--- src/rtl/video_timing_pkg.sv ---
`default_nettype none
// ============================================================================
// Module      : video_timing_pkg
// Description : Standard raster mode constants and axis region decode helper.
// Revision    : 1.0
// ============================================================================
package video_timing_pkg;

  typedef enum logic [1:0] {
    REGION_FP     = 2'd0,
    REGION_SYNC   = 2'd1,
    REGION_BP     = 2'd2,
    REGION_ACTIVE = 2'd3
  } region_t;

  // 640x480 @ 60 Hz (25.175 MHz)
  localparam int VGA_H_FP      = 16;
  localparam int VGA_H_SYNC    = 96;
  localparam int VGA_H_BP      = 48;
  localparam int VGA_H_ACTIVE  = 640;
  localparam int VGA_V_FP      = 10;
  localparam int VGA_V_SYNC    = 2;
  localparam int VGA_V_BP      = 33;
  localparam int VGA_V_ACTIVE  = 480;
  localparam bit VGA_H_POL     = 1'b0;
  localparam bit VGA_V_POL     = 1'b0;

  // 800x600 @ 60 Hz (40 MHz)
  localparam int SVGA_H_FP     = 40;
  localparam int SVGA_H_SYNC   = 128;
  localparam int SVGA_H_BP     = 88;
  localparam int SVGA_H_ACTIVE = 800;
  localparam int SVGA_V_FP     = 1;
  localparam int SVGA_V_SYNC   = 4;
  localparam int SVGA_V_BP     = 23;
  localparam int SVGA_V_ACTIVE = 600;
  localparam bit SVGA_H_POL    = 1'b1;
  localparam bit SVGA_V_POL    = 1'b1;

  // 1024x768 @ 60 Hz (65 MHz)
  localparam int XGA_H_FP      = 24;
  localparam int XGA_H_SYNC    = 136;
  localparam int XGA_H_BP      = 160;
  localparam int XGA_H_ACTIVE  = 1024;
  localparam int XGA_V_FP      = 3;
  localparam int XGA_V_SYNC    = 6;
  localparam int XGA_V_BP      = 29;
  localparam int XGA_V_ACTIVE  = 768;
  localparam bit XGA_H_POL     = 1'b0;
  localparam bit XGA_V_POL     = 1'b0;

  // Regions are laid out front porch, sync, back porch, active from count 0.
  function automatic region_t region_of(input int c, input int fp, input int sync, input int bp);
    region_t r;
    if (c < fp)
      r = REGION_FP;
    else if (c < fp + sync)
      r = REGION_SYNC;
    else if (c < fp + sync + bp)
      r = REGION_BP;
    else
      r = REGION_ACTIVE;
    return r;
  endfunction

endpackage
`default_nettype wire

--- src/rtl/video_axis_timer.sv ---
`default_nettype none
// ============================================================================
// Module      : video_axis_timer
// Description : One raster axis: wrapping position counter with region decode.
// Revision    : 1.0
// ============================================================================
module video_axis_timer
  import video_timing_pkg::*;
#(
  parameter int FP     = 40,
  parameter int SYNC   = 128,
  parameter int BP     = 88,
  parameter int ACTIVE = 800,
  parameter int W      = 11
) (
  input  logic         clk,
  input  logic         rst_n,
  input  logic         ce,
  input  logic         advance,
  output logic [W-1:0] count,
  output logic         wrap,
  output logic         in_sync,
  output logic         in_active,
  output logic [W-1:0] pos
);

  localparam int           TOTAL     = FP + SYNC + BP + ACTIVE;
  localparam logic [W-1:0] LAST      = W'(TOTAL - 1);
  localparam logic [W-1:0] ACT_START = W'(FP + SYNC + BP);

  region_t region;

  assign region    = region_of(int'(count), FP, SYNC, BP);
  assign in_sync   = (region == REGION_SYNC);
  assign in_active = (region == REGION_ACTIVE);
  assign pos       = in_active ? (count - ACT_START) : '0;

  // wrap is independent of ce so the next axis can chain on it directly.
  assign wrap = advance && (count == LAST);

  always_ff @(posedge clk) begin
    if (!rst_n) begin
      count <= '0;
    end else if (ce && advance) begin
      count <= wrap ? '0 : count + W'(1);
    end
  end

endmodule
`default_nettype wire

--- src/rtl/video_timing_gen.sv ---
`default_nettype none
// ============================================================================
// Module      : video_timing_gen
// Description : Parametrised raster timing generator with pixel clock-enable.
// Revision    : 1.0
// ============================================================================
module video_timing_gen
  import video_timing_pkg::*;
#(
  parameter int H_FP     = SVGA_H_FP,
  parameter int H_SYNC   = SVGA_H_SYNC,
  parameter int H_BP     = SVGA_H_BP,
  parameter int H_ACTIVE = SVGA_H_ACTIVE,
  parameter int V_FP     = SVGA_V_FP,
  parameter int V_SYNC   = SVGA_V_SYNC,
  parameter int V_BP     = SVGA_V_BP,
  parameter int V_ACTIVE = SVGA_V_ACTIVE,
  parameter bit H_POL    = SVGA_H_POL,
  parameter bit V_POL    = SVGA_V_POL,
  parameter int XW       = 11,
  parameter int YW       = 10
) (
  input  logic          clk_video,
  input  logic          rst_video_n,
  input  logic          pix_ce,
  output logic          hsync,
  output logic          vsync,
  output logic          hblank,
  output logic          vblank,
  output logic          de,
  output logic [XW-1:0] x,
  output logic [YW-1:0] y,
  output logic          line_start,
  output logic          frame_start
);

  localparam logic [XW-1:0] H_ACT_START = XW'(H_FP + H_SYNC + H_BP);
  localparam logic [YW-1:0] V_ACT_START = YW'(V_FP + V_SYNC + V_BP);

  logic [XW-1:0] h_count;
  logic [XW-1:0] h_pos;
  logic          h_wrap;
  logic          h_in_sync;
  logic          h_in_active;

  logic [YW-1:0] v_count;
  logic [YW-1:0] v_pos;
  logic          v_wrap;
  logic          v_in_sync;
  logic          v_in_active;

  logic          line_first;
  logic          frame_first;
  logic          unused_v_wrap;

  video_axis_timer #(
    .FP     (H_FP),
    .SYNC   (H_SYNC),
    .BP     (H_BP),
    .ACTIVE (H_ACTIVE),
    .W      (XW)
  ) u_h_timer (
    .clk       (clk_video),
    .rst_n     (rst_video_n),
    .ce        (pix_ce),
    .advance   (1'b1),
    .count     (h_count),
    .wrap      (h_wrap),
    .in_sync   (h_in_sync),
    .in_active (h_in_active),
    .pos       (h_pos)
  );

  // The line counter steps in the same clock as the column wrap; no derived clock.
  video_axis_timer #(
    .FP     (V_FP),
    .SYNC   (V_SYNC),
    .BP     (V_BP),
    .ACTIVE (V_ACTIVE),
    .W      (YW)
  ) u_v_timer (
    .clk       (clk_video),
    .rst_n     (rst_video_n),
    .ce        (pix_ce),
    .advance   (h_wrap),
    .count     (v_count),
    .wrap      (v_wrap),
    .in_sync   (v_in_sync),
    .in_active (v_in_active),
    .pos       (v_pos)
  );

  assign unused_v_wrap = v_wrap;

  assign line_first  = (h_count == H_ACT_START) && v_in_active;
  assign frame_first = line_first && (v_count == V_ACT_START);

  // Outputs sample the counters on each ce, so they lag the counters by one ce and
  // hold (strobes included) through ce=0 cycles.
  always_ff @(posedge clk_video) begin
    if (!rst_video_n) begin
      hsync       <= ~H_POL;
      vsync       <= ~V_POL;
      hblank      <= 1'b1;
      vblank      <= 1'b1;
      de          <= 1'b0;
      x           <= '0;
      y           <= '0;
      line_start  <= 1'b0;
      frame_start <= 1'b0;
    end else if (pix_ce) begin
      hsync       <= (h_in_sync == H_POL);
      vsync       <= (v_in_sync == V_POL);
      hblank      <= ~h_in_active;
      vblank      <= ~v_in_active;
      de          <= h_in_active && v_in_active;
      x           <= h_pos;
      y           <= v_pos;
      line_start  <= line_first;
      frame_start <= frame_first;
    end
  end

endmodule
`default_nettype wire

--- config.mk ---
export PLATFORM = sky130hd
export DESIGN_NAME = video_timing_gen
export DESIGN_NICKNAME = d
export VERILOG_FILES = /design/src/rtl/video_timing_pkg.sv /design/src/rtl/video_axis_timer.sv /design/src/rtl/video_timing_gen.sv
export SDC_FILE = /design/constraint.sdc
export NUM_CORES = 1
export LEC_CHECK = 0
export CORE_ASPECT_RATIO = 0.5
export CORE_MARGIN = 2
export CORE_UTILIZATION = 49
export DETAILED_ROUTE_END_ITERATION = 8
export GPL_TIMING_DRIVEN = 0
export PLACE_DENSITY = 0.8
export SYNTH_ARGS = -nofsm -noshare
export SYNTH_HDL_FRONTEND = slang
export SYNTH_SLANG_ARGS = --single-unit
--- constraint.sdc ---
create_clock -name clk_video -period 2.13 [get_ports clk_video]
set_clock_uncertainty 0.15 [all_clocks]
set_input_delay 0.213 -clock clk_video [delete_from_list [all_inputs] [get_ports clk_video]]
set_output_delay 0.213 -clock clk_video [all_outputs]
set_load 0.05 [all_outputs]
==> impl_metrics.yaml, run 1 <==
drt:
  routedWlPerCell_um: 15.0
  vias: 2177
  wl_mm: 5.75
  vias_per_cell: 5.67
  drt_iter0_drc: 124
  drtPass1Iterations: 5
  drc: 0
  ant_nets: 0
timing:
  fmax_ghz: 0.473
  worst_pin_slew_ns: 0.535
  min_period_ns: 2.11
  maxSlewViolCount: 0
  hold_viol: 0
  finalSetupViolCount: 0
  rsz0062_at_grt: "yes"
  fin_crit_sh_pct: 99.3
  maxSlewHeadroom_pct: 64.4
final_layout:
  diodes: 0
  filler_cell_count: 361
  post-route-util_pct: 64.4
  drive_above_1_share_pct: 12.6
  area_growth_syn_to_layout_pct: 23.9
  layout.nets: 330
  final_area_um2: 2890
place:
  gp_congestion: 0.892
  dpl_cell_area_um2: 2700
  port_buffers: 28
  dp_hpwl_mm: 4.02
worst_setup_path:
  reg2regPathDepth: 4
  critPathKind: "reg -> reg"
  r2r_slack_ns: 0.02
  worstReg2RegEnd: "u_v_timer.count[7]$_SDFFE_PN0P_"
  worstPathCellList: "or4b_4 > or3_4 > or4_1 > a21oi_1"
  crit_arrival_ns: 2.19
  r2r_start: "u_h_timer.count[6]$_SDFFE_PN0P_"
  cpMaxStageDelayCell: "or4b_4"
  cp-end-kind: "flip-flop"
  path_max_fanout: 7
  startpoint_type: "flip-flop"
  cp_data_required_time_ns: 2.20
  slowest_delay_ns: 0.55
pwr:
  p_per_area_nw_per_um2: 552
  ir_worst_vdd_uv: 380
  leakagePower_uw: 0.000983
floorplan:
  initial_utilization_pct: 52.0
  rows: 17
  core_area_um2: 4490
  die_area_um2: 5360
  dieWidth_um: 102
  io_pins: 31
  die_h_um: 52.8
clocking:
  clk_path_buf_depth: 2
  htreeDepth: 2
  insertion_delay_ns: 0.30
  cts_sinks: 49
  tritoncts.num_buffers: 5
  cts-root-buf: "clkbuf_8"
  ctsHoldBuffers: 0
  cts.clk_slew.worst_paths_ns: 0.10
  cts_tree: "built"
logic_synthesis:
  netlist_area_um2: 2330
  yosysTopAreaCell: "dfxtp_1"
  synth_area_leaders: "dfxtp_1 42%, xnor2_1 6.0%, ha_1 5.4%, a21oi_1 4.3%, nand3_1 4.3%"
  synth-seq-cells: 49
  synth_warnings: 0
  syn_nets: 290
  yosysUniqueCellTypes: 40
  yosysSeqAreaShare_pct: 42.1
  postSynthAreaPerCell_um2: 8.42
  netlist.area_leader.share_pct: 42.1
  synthesis.instances: 277
worst_hold_path:
  hold_end: "y[0]$_SDFFE_PN0P_"
  min_path_cells: 2
  min-delay-start: "rst_video_n"
  hold_path_class: "in -> reg"
global_route:
  grt_start_max_net_pins: 16
  use_met3_pct: 5.47
  grt.total_usage_pct: 22.9
  grt_pass1_vias: 1953
  met1_usage_pct: 29.4
  grt.overflow.total: 0
  antenna_found_initial: 0
  grt_pass1_wl_mm: 9.36
  use_met2_pct: 38.8
  grt_busiest_layer: "met2"
run_status:
  status: "finished clean"
run:
  maxCapViolations: 0
## critical path: cells and delay by family (launching register included)
kind | cells | cell delay, ns
DFF | 1 | 0.35
and+or+nand+nor | 3 | 1.40
AOI/OAI and AO/OA | 1 | 0.14
## per-layer routing
layer	vias up	wire length, µm
li1	1043	-
met5	-	0
met1	1049	2600
met3	6	333
met2	79	2760
met4	0	53
## worst max path at each step
stage                                         start                               to  slack [ns]  depth (start not counted)
finish              u_h_timer.count[6]$_SDFFE_PN0P_  u_v_timer.count[7]$_SDFFE_PN0P_        0.02                          4
global route        u_h_timer.count[6]$_SDFFE_PN0P_  u_v_timer.count[9]$_SDFFE_PN0P_      -0.005                          5
CTS                 u_h_timer.count[5]$_SDFFE_PN0P_  u_v_timer.count[7]$_SDFFE_PN0P_       -0.12                          5
detailed placement  u_h_timer.count[7]$_SDFFE_PN0P_  u_v_timer.count[7]$_SDFFE_PN0P_       -0.26                          6
global placement    u_h_timer.count[7]$_SDFFE_PN0P_  u_v_timer.count[7]$_SDFFE_PN0P_       -0.19                          6
floorplan           u_h_timer.count[5]$_SDFFE_PN0P_  u_v_timer.count[7]$_SDFFE_PN0P_       -0.11                          7
## power by group
group / switching (µW) / total, µW / internal, µW
combinational: 69.2 / 97.4 / 28.3
clock: 307 / 571 / 264
sequential: 5.57 / 926 / 921
## sequential cells by signal, summed over array words and instances (netlist names)
| signal | count |
|---|---|
| u_h_timer.count | 11 |
| u_v_timer.count | 10 |
| hblank | 1 |
| de | 1 |
| y | 10 |
| frame_start | 1 |
| hsync | 1 |
| line_start | 1 |
| vsync | 1 |
| x | 11 |
| vblank | 1 |
## cell type report
cell class	count	area [µm²]	share of cell area (%)
Timing Repair Buffer	37	348	12.0
Multi-Input combinational cell	195	1250	43.2
Sequential cell	49	992	34.3
Tap cell	66	82.6	2.86
Clock inverter	2	13.8	0.476
Buffer	15	70.1	2.43
Clock buffer	6	82.6	2.86
Inverter	14	52.6	1.82
## cells in the mapped netlist
cell type and number:
nor3b_1 2, a21o_2 1, buf_2 2, xor2_1 6, nor3_1 9, ha_1 10, o21ai_0 8, a21o_1 1
and3_1 1, nor4_1 10, nand4_2 1, buf_4 3, or4b_4 1, inv_1 13, a211oi_1 3, nand4_1 4
buf_1 1, nand3b_1 1, clkbuf_2 1, or3_1 5, nor2_1 26, nand2_1 25, or4b_2 1, nor2b_1 6
o41ai_1 2, nand3_1 20, clkbuf_1 10, a21oi_1 20, dfxtp_1 49, clkinv_1 1, nand4b_1 1, o311ai_0 2
a22oi_1 7, o31ai_1 1, buf_6 2, or4_1 2, nand2b_1 1, a2111oi_0 1, xnor2_1 16, a31o_2 1
## logic make-up (layout without fill, tap and decap cells)
group,count (synthesis),after routing,synth area share (%)
fa+ha+maj,10,10,5.36
flops,49,49,42.1
compound gates,47,47,12.5
xor+xnor,22,22,8.26
buf+inv,33,74,6.60
simple gates,116,116,25.2
## placed cells by master, fill, tap and decap left out, drive strengths merged, types with 2 or more instances in the layout
cell / instances
o21ai: 8
or4b: 2
nor3b: 2
clkdlybuf4s50: 28
buf: 14
inv: 13
nor2b: 6
xor2: 6
a22oi: 7
nand4: 5
clkbuf: 16
nor3: 9
or4: 2
a211oi: 3
nor4: 10
ha: 10
a21oi: 20
dfxtp: 49
o311ai: 2
nand3: 20
xnor2: 16
a21o: 2
o41ai: 2
nand2: 25
nor2: 26
clkinv: 3
or3: 5
## through the flow
stage          total power, µW  setup slack, ns  hold slack [ns]  std cells   TNS, ns
3_3_place_gp              1040           -0.186            0.290        371    -0.792
2_1_floorplan             1010           -0.115            0.326        277    -0.222
5_1_grt                   1650         -0.00549            0.214        384  -0.00549
4_1_cts                   1600           -0.117            0.193        383    -0.117
3_5_place_dp              1040           -0.259            0.293        371     -1.12
6_report                  1590           0.0159            0.213        384         0
## timing repair
item | CTS | global route
gates resized for setup | 9 | 9
pin swaps | 5 | 4
setup buffers | 7 | 2
endpoints found under the setup margin | 13 | 12
Power figures use the tool's default switching activity.
==> run 2: changes to the inputs <==
--- a/config.mk
+++ b/config.mk
@@ -7,10 +7,10 @@
 export LEC_CHECK = 0
 export CORE_ASPECT_RATIO = 0.5
 export CORE_MARGIN = 2
-export CORE_UTILIZATION = 49
+export CORE_UTILIZATION = 54
 export DETAILED_ROUTE_END_ITERATION = 8
 export GPL_TIMING_DRIVEN = 0
-export PLACE_DENSITY = 0.8
+export PLACE_DENSITY = 0.83
 export SYNTH_ARGS = -nofsm -noshare
 export SYNTH_HDL_FRONTEND = slang
 export SYNTH_SLANG_ARGS = --single-unit
==> constraint.sdc (replaced) <==
create_clock -name clk_video -period 2.3 [get_ports clk_video]
set_clock_uncertainty 0.15 [all_clocks]
set_input_delay 0.23 -clock clk_video [delete_from_list [all_inputs] [get_ports clk_video]]
set_output_delay 0.23 -clock clk_video [all_outputs]
set_load 0.05 [all_outputs]
==> run 2 against run 1 <==
Against the previous run: via count fell by 1.1%; global-route usage rose by 1.3 points; combinational power fell by 10%; final area fell by 3.3%; critical path depth rose by 2; sequential share of layout area rose by 0.90 points; sequential power fell by 7.1%; largest power group unchanged.
==> impl_metrics.yaml, run 2 (synthesis results as in run 1) <==
timing:
  hold_viol: 0
  maxSlewHeadroom_pct: 48.7
  worst_pin_slew_ns: 0.763
  maxSlewViolCount: 0
  min_period_ns: 2.27
  fmax_ghz: 0.441
  rsz0062_at_grt: "yes"
  fin_crit_sh_pct: 98.5
  finalSetupViolCount: 0
drt:
  vias_per_cell: 5.88
  ant_nets: 0
  drtPass1Iterations: 5
  vias: 2153
  routedWlPerCell_um: 15.4
  drt_iter0_drc: 88
  drc: 0
  wl_mm: 5.65
clocking:
  insertion_delay_ns: 0.31
  htreeDepth: 2
  cts.clk_slew.worst_paths_ns: 0.08
  cts_sinks: 49
  tritoncts.num_buffers: 5
  cts_tree: "built"
  clk_path_buf_depth: 2
  ctsHoldBuffers: 0
  cts-root-buf: "clkbuf_8"
worst_setup_path:
  startpoint_type: "flip-flop"
  critPathKind: "reg -> reg"
  cp_data_required_time_ns: 2.34
  worstReg2RegEnd: "u_v_timer.count[9]$_SDFFE_PN0P_"
  r2r_slack_ns: 0.03
  crit_arrival_ns: 2.31
  r2r_start: "u_h_timer.count[5]$_SDFFE_PN0P_"
  reg2regPathDepth: 6
  crit_start: "u_h_timer.count[5]$_SDFFE_PN0P_"
  cp-end-kind: "flip-flop"
  path_max_fanout: 9
floorplan:
  rows: 16
  io_pins: 31
  die_area_um2: 4890
  dieWidth_um: 96.9
  die_h_um: 50.5
  initial_utilization_pct: 58.0
  core_area_um2: 4020
pwr:
  ir_worst_vdd_uv: 275
  leakagePower_uw: 0.000949
  p_per_area_nw_per_um2: 512
run:
  maxCapViolations: 0
global_route:
  grt_pass1_wl_mm: 9.34
  antenna_found_initial: 0
  grt.overflow.total: 0
  grt_start_max_net_pins: 14
  grt.total_usage_pct: 24.1
  grt_pass1_vias: 1940
worst_hold_path:
  hold_path_class: "in -> reg"
  min_path_cells: 3
  min-delay-start: "rst_video_n"
  hold_end: "u_v_timer.count[0]$_SDFFE_PN0P_"
final_layout:
  layout_commonest_cell: "dfxtp_1"
  top_regs: "u_h_timer.count: 11 flops, x: 11 flops"
  diodes: 0
  seqCellArea_um2: 985
  final-instance-count-excl-fill: 366
  multi_input_area_um2: 1220
  drive_above_1_share_pct: 8.65
  layout.nets: 326
  area_growth_syn_to_layout_pct: 19.8
  filler_cell_count: 324
  post-route-util_pct: 69.4
  final_cell_mix: "46 x dfxtp_1, 28 x clkdlybuf4s50_1, 26 x nor2_1"
place:
  dp_hpwl_mm: 4.07
  dp_cells: 359
  port_buffers: 28
  gp_congestion: 0.880
run_status:
  status: "finished clean"
-- run 2: through the flow --
| step | cell area (µm²) | worst slack (ns) | power, µW | setup TNS (ns) | hold WS, ns |
|---|---|---|---|---|---|
| after floorplan | 2340 | 0.00372 | 939 | 0 | 0.326 |
| after global placement | 2690 | -0.0352 | 962 | -0.0546 | 0.291 |
| after detailed placement | 2690 | -0.124 | 964 | -0.208 | 0.302 |
| after CTS | 2760 | 0.0333 | 1430 | 0 | 0.137 |
| after global routing | 2790 | -0.00396 | 1460 | -0.00396 | 0.175 |
| final | 2790 | 0.0338 | 1430 | 0 | 0.137 |
-- run 2: worst max-delay path, cell delays in order (launching register included) --
cell	delay [ns]
dfxtp_1	0.32
buf_6	0.13
or4b_4	0.55
or3_1	0.38
buf_6	0.15
o41ai_2	0.36
a21oi_1	0.10
-- run 2: what timing repair did --
item                                    4_1_cts  5_1_grt
resized for setup                             1        8
buffers inserted                              1        1
pin swaps                                     1        2
endpoints found under the setup margin        3        8
endpoints found under the hold margin         0        0
-- run 2: cell type report --
cell class,instances,area share (%)
Buffer,18,3.45
Clock buffer,5,2.46
Clock inverter,1,0.179
Sequential cell,49,35.2
Inverter,14,1.88
Tap cell,54,2.42
Timing Repair Buffer,30,10.6
Multi-Input combinational cell,195,43.8
-- run 2: worst max path at each step --
stage	endpoint	slack, ns	cells after the start
6_report	u_v_timer.count[9]$_SDFFE_PN0P_	0.03	6
5_1_grt	u_v_timer.count[9]$_SDFFE_PN0P_	-0.004	5
4_1_cts	u_v_timer.count[7]$_SDFFE_PN0P_	0.03	5
3_5_place_dp	u_v_timer.count[9]$_SDFFE_PN0P_	-0.12	7
3_3_place_gp	u_v_timer.count[7]$_SDFFE_PN0P_	-0.04	7
2_1_floorplan	u_v_timer.count[7]$_SDFFE_PN0P_	0.004	7
-- run 2: power by group --
part	leakage, µW	internal (µW)	total [µW]	switching, µW
Clock	0.0000399	201	482	282
Combinational	0.000511	25.1	87.4	62.2
Sequential	0.000397	855	860	5.49
-- run 2: routing by layer --
metal	wire (µm)	global-route usage, %
met3	418	5.85
met4	97	9.15
met2	2640	40.0
met5	0	0
met1	2500	31.0
==> run 3: changes to the inputs <==
--- a/config.mk
+++ b/config.mk
@@ -10,7 +10,9 @@
 export CORE_UTILIZATION = 54
 export DETAILED_ROUTE_END_ITERATION = 8
 export GPL_TIMING_DRIVEN = 0
+export MAX_ROUTING_LAYER = met4
 export PLACE_DENSITY = 0.83
+export SLEW_MARGIN = 20
 export SYNTH_ARGS = -nofsm -noshare
 export SYNTH_HDL_FRONTEND = slang
 export SYNTH_SLANG_ARGS = --single-unit
==> run 3 against run 2 <==
Against the previous run: sequential share of layout area is the same; critical path depth is the same; setup slack gained 0.0043 ns; fmax grew 0.19%; register-to-register slack is essentially flat; non-clock buffer count is the same; cell count is the same; flip-flop and latch count is the same; global-route usage grew 0.73 points; critical endpoint is now u_v_timer.count[7]$_SDFFE_PN0P_; largest power group unchanged.
==> impl_metrics.yaml, run 3 (synthesis results as in run 1) <==
drt:
  drt_iter0_drc: 94
  wl_met2_mm: 2.59
  wl_met1_mm: 2.53
  ant_nets: 0
  drtPass1Iterations: 4
  routedWlPerCell_um: 15.3
  wl_met3_um: 366
  vias_per_cell: 5.86
  highest_layer: "met4"
  vias: 2145
  wl_mm: 5.60
  drc: 0
clocking:
  cts.clk_slew.worst_paths_ns: 0.09
  clk_path_buf_depth: 2
  insertion_delay_ns: 0.31
  cts-root-buf: "clkbuf_8"
  cts_sinks: 49
  tritoncts.num_buffers: 5
  cts_tree: "built"
  htreeDepth: 2
timing:
  finalSetupViolCount: 0
  rsz0062_at_grt: "yes"
  fin_crit_sh_pct: 98.3
  maxSlewHeadroom_pct: 50.1
  setup_tns_ns: 0
  fmax_ghz: 0.442
  maxSlewViolCount: 0
  min_period_ns: 2.26
  hold_viol: 0
  worst_pin_slew_ns: 0.742
  final.setup.worst_slack_ns: 0.0381
floorplan:
  rows: 16
  die_h_um: 50.5
  core_area_um2: 4020
  die_area_um2: 4890
  dieWidth_um: 96.9
  io_pins: 31
  initial_utilization_pct: 58.0
place:
  dp_hpwl_mm: 4.07
  pre_cts_ws_ns: -0.124
  port_buffers: 28
  gp_congestion: 0.895
global_route:
  grt_start_max_net_pins: 14
  grt.total_usage_pct: 24.9
  grt_pass1_wl_mm: 9.36
  grt.overflow.total: 0
  antenna_found_initial: 0
  grt_pass1_vias: 1943
worst_setup_path:
  startpoint_type: "flip-flop"
  cp-end-kind: "flip-flop"
  crit_arrival_ns: 2.36
  cp_data_required_time_ns: 2.40
  critPathKind: "reg -> reg"
  path_max_fanout: 9
final_layout:
  top_regs: "u_h_timer.count: 11 flops, x: 11 flops"
  filler_cell_count: 324
  layout.nets: 326
  area_growth_syn_to_layout_pct: 19.8
  multi_input_area_um2: 1220
  final_cell_mix: "46 x dfxtp_1, 28 x clkdlybuf4s50_1, 26 x nor2_1"
  post-route-util_pct: 69.4
  diodes: 0
  layout_commonest_cell: "dfxtp_1"
  seqCellArea_um2: 985
  drive_above_1_share_pct: 8.65
pwr:
  p_sw_uw: 347
  internal_power_uw: 1080
  ir_worst_vdd_uv: 275
  switching_share_pct: 24.3
  leakagePower_uw: 0.000949
  pwr-share-comb_pct: 6.1
  p_clk_share_pct: 33.6
  power_frac_seq_pct: 60.3
  p_per_area_nw_per_um2: 511
  power.total_uw: 1430
worst_hold_path:
  hold_path_class: "in -> reg"
run_status:
  status: "finished clean"
run:
  maxCapViolations: 0
## run 3: what timing repair did
action	CTS	global route
buffers inserted	1	1
hold buffers	0	0
setup endpoints to repair	3	8
gates resized for setup	1	8
pin swaps	1	2
## run 3: area by class of cell
class,count,share of cell area [%]
Timing Repair Buffer,30,10.6
Clock inverter,1,0.179
Sequential cell,49,35.2
Tap cell,54,2.42
Inverter,14,1.88
Clock buffer,5,2.46
Multi-Input combinational cell,195,43.8
Buffer,18,3.45
## run 3: metal layers
layer / vias to the layer above / track usage (%)
met1: 1013 / 31.3
met4: 0 / 9.15
met3: 13 / 5.71
li1: 1037 / -
met2: 82 / 39.9
met5: - / -
## run 3: path summary, 6_finish.rpt
kind	slack [ns]	end	startpoint	cells past startpoint
max	0.04	u_v_timer.count[7]$_SDFFE_PN0P_	u_h_timer.count[5]$_SDFFE_PN0P_	6
min	0.14	u_v_timer.count[0]$_SDFFE_PN0P_	rst_video_n	3
max reg2reg	0.04	u_v_timer.count[7]$_SDFFE_PN0P_	u_h_timer.count[5]$_SDFFE_PN0P_	6
min reg2reg	0.32	x[1]$_SDFFE_PN0P_	x[1]$_SDFFE_PN0P_	2
## run 3: power by group through the flow
stage | clock network (µW) | registers [µW] | logic [µW]
3_3_place_gp | 0 | 879 | 82.2
5_1_grt | 504 | 861 | 93.7
6_report | 480 | 860 | 87.0
3_5_place_dp | 0 | 880 | 83.9
2_1_floorplan | 0 | 895 | 44.6
4_1_cts | 482 | 860 | 83.7
## run 3: critical path, stage by stage (launching register included)
cell	delay, ns
dfxtp_1	0.32
buf_6	0.13
or4b_4	0.55
or3_1	0.38
buf_6	0.15
or4_4	0.41
a21oi_2	0.11
## run 3: per-stage QoR
stage / hold slack [ns] / cells / instance area (µm²)
floorplan: 0.326 / 277 / 2340
global placement: 0.291 / 359 / 2690
detailed placement: 0.302 / 359 / 2690
CTS: 0.137 / 365 / 2760
global route: 0.175 / 366 / 2790
finish: 0.137 / 366 / 2790
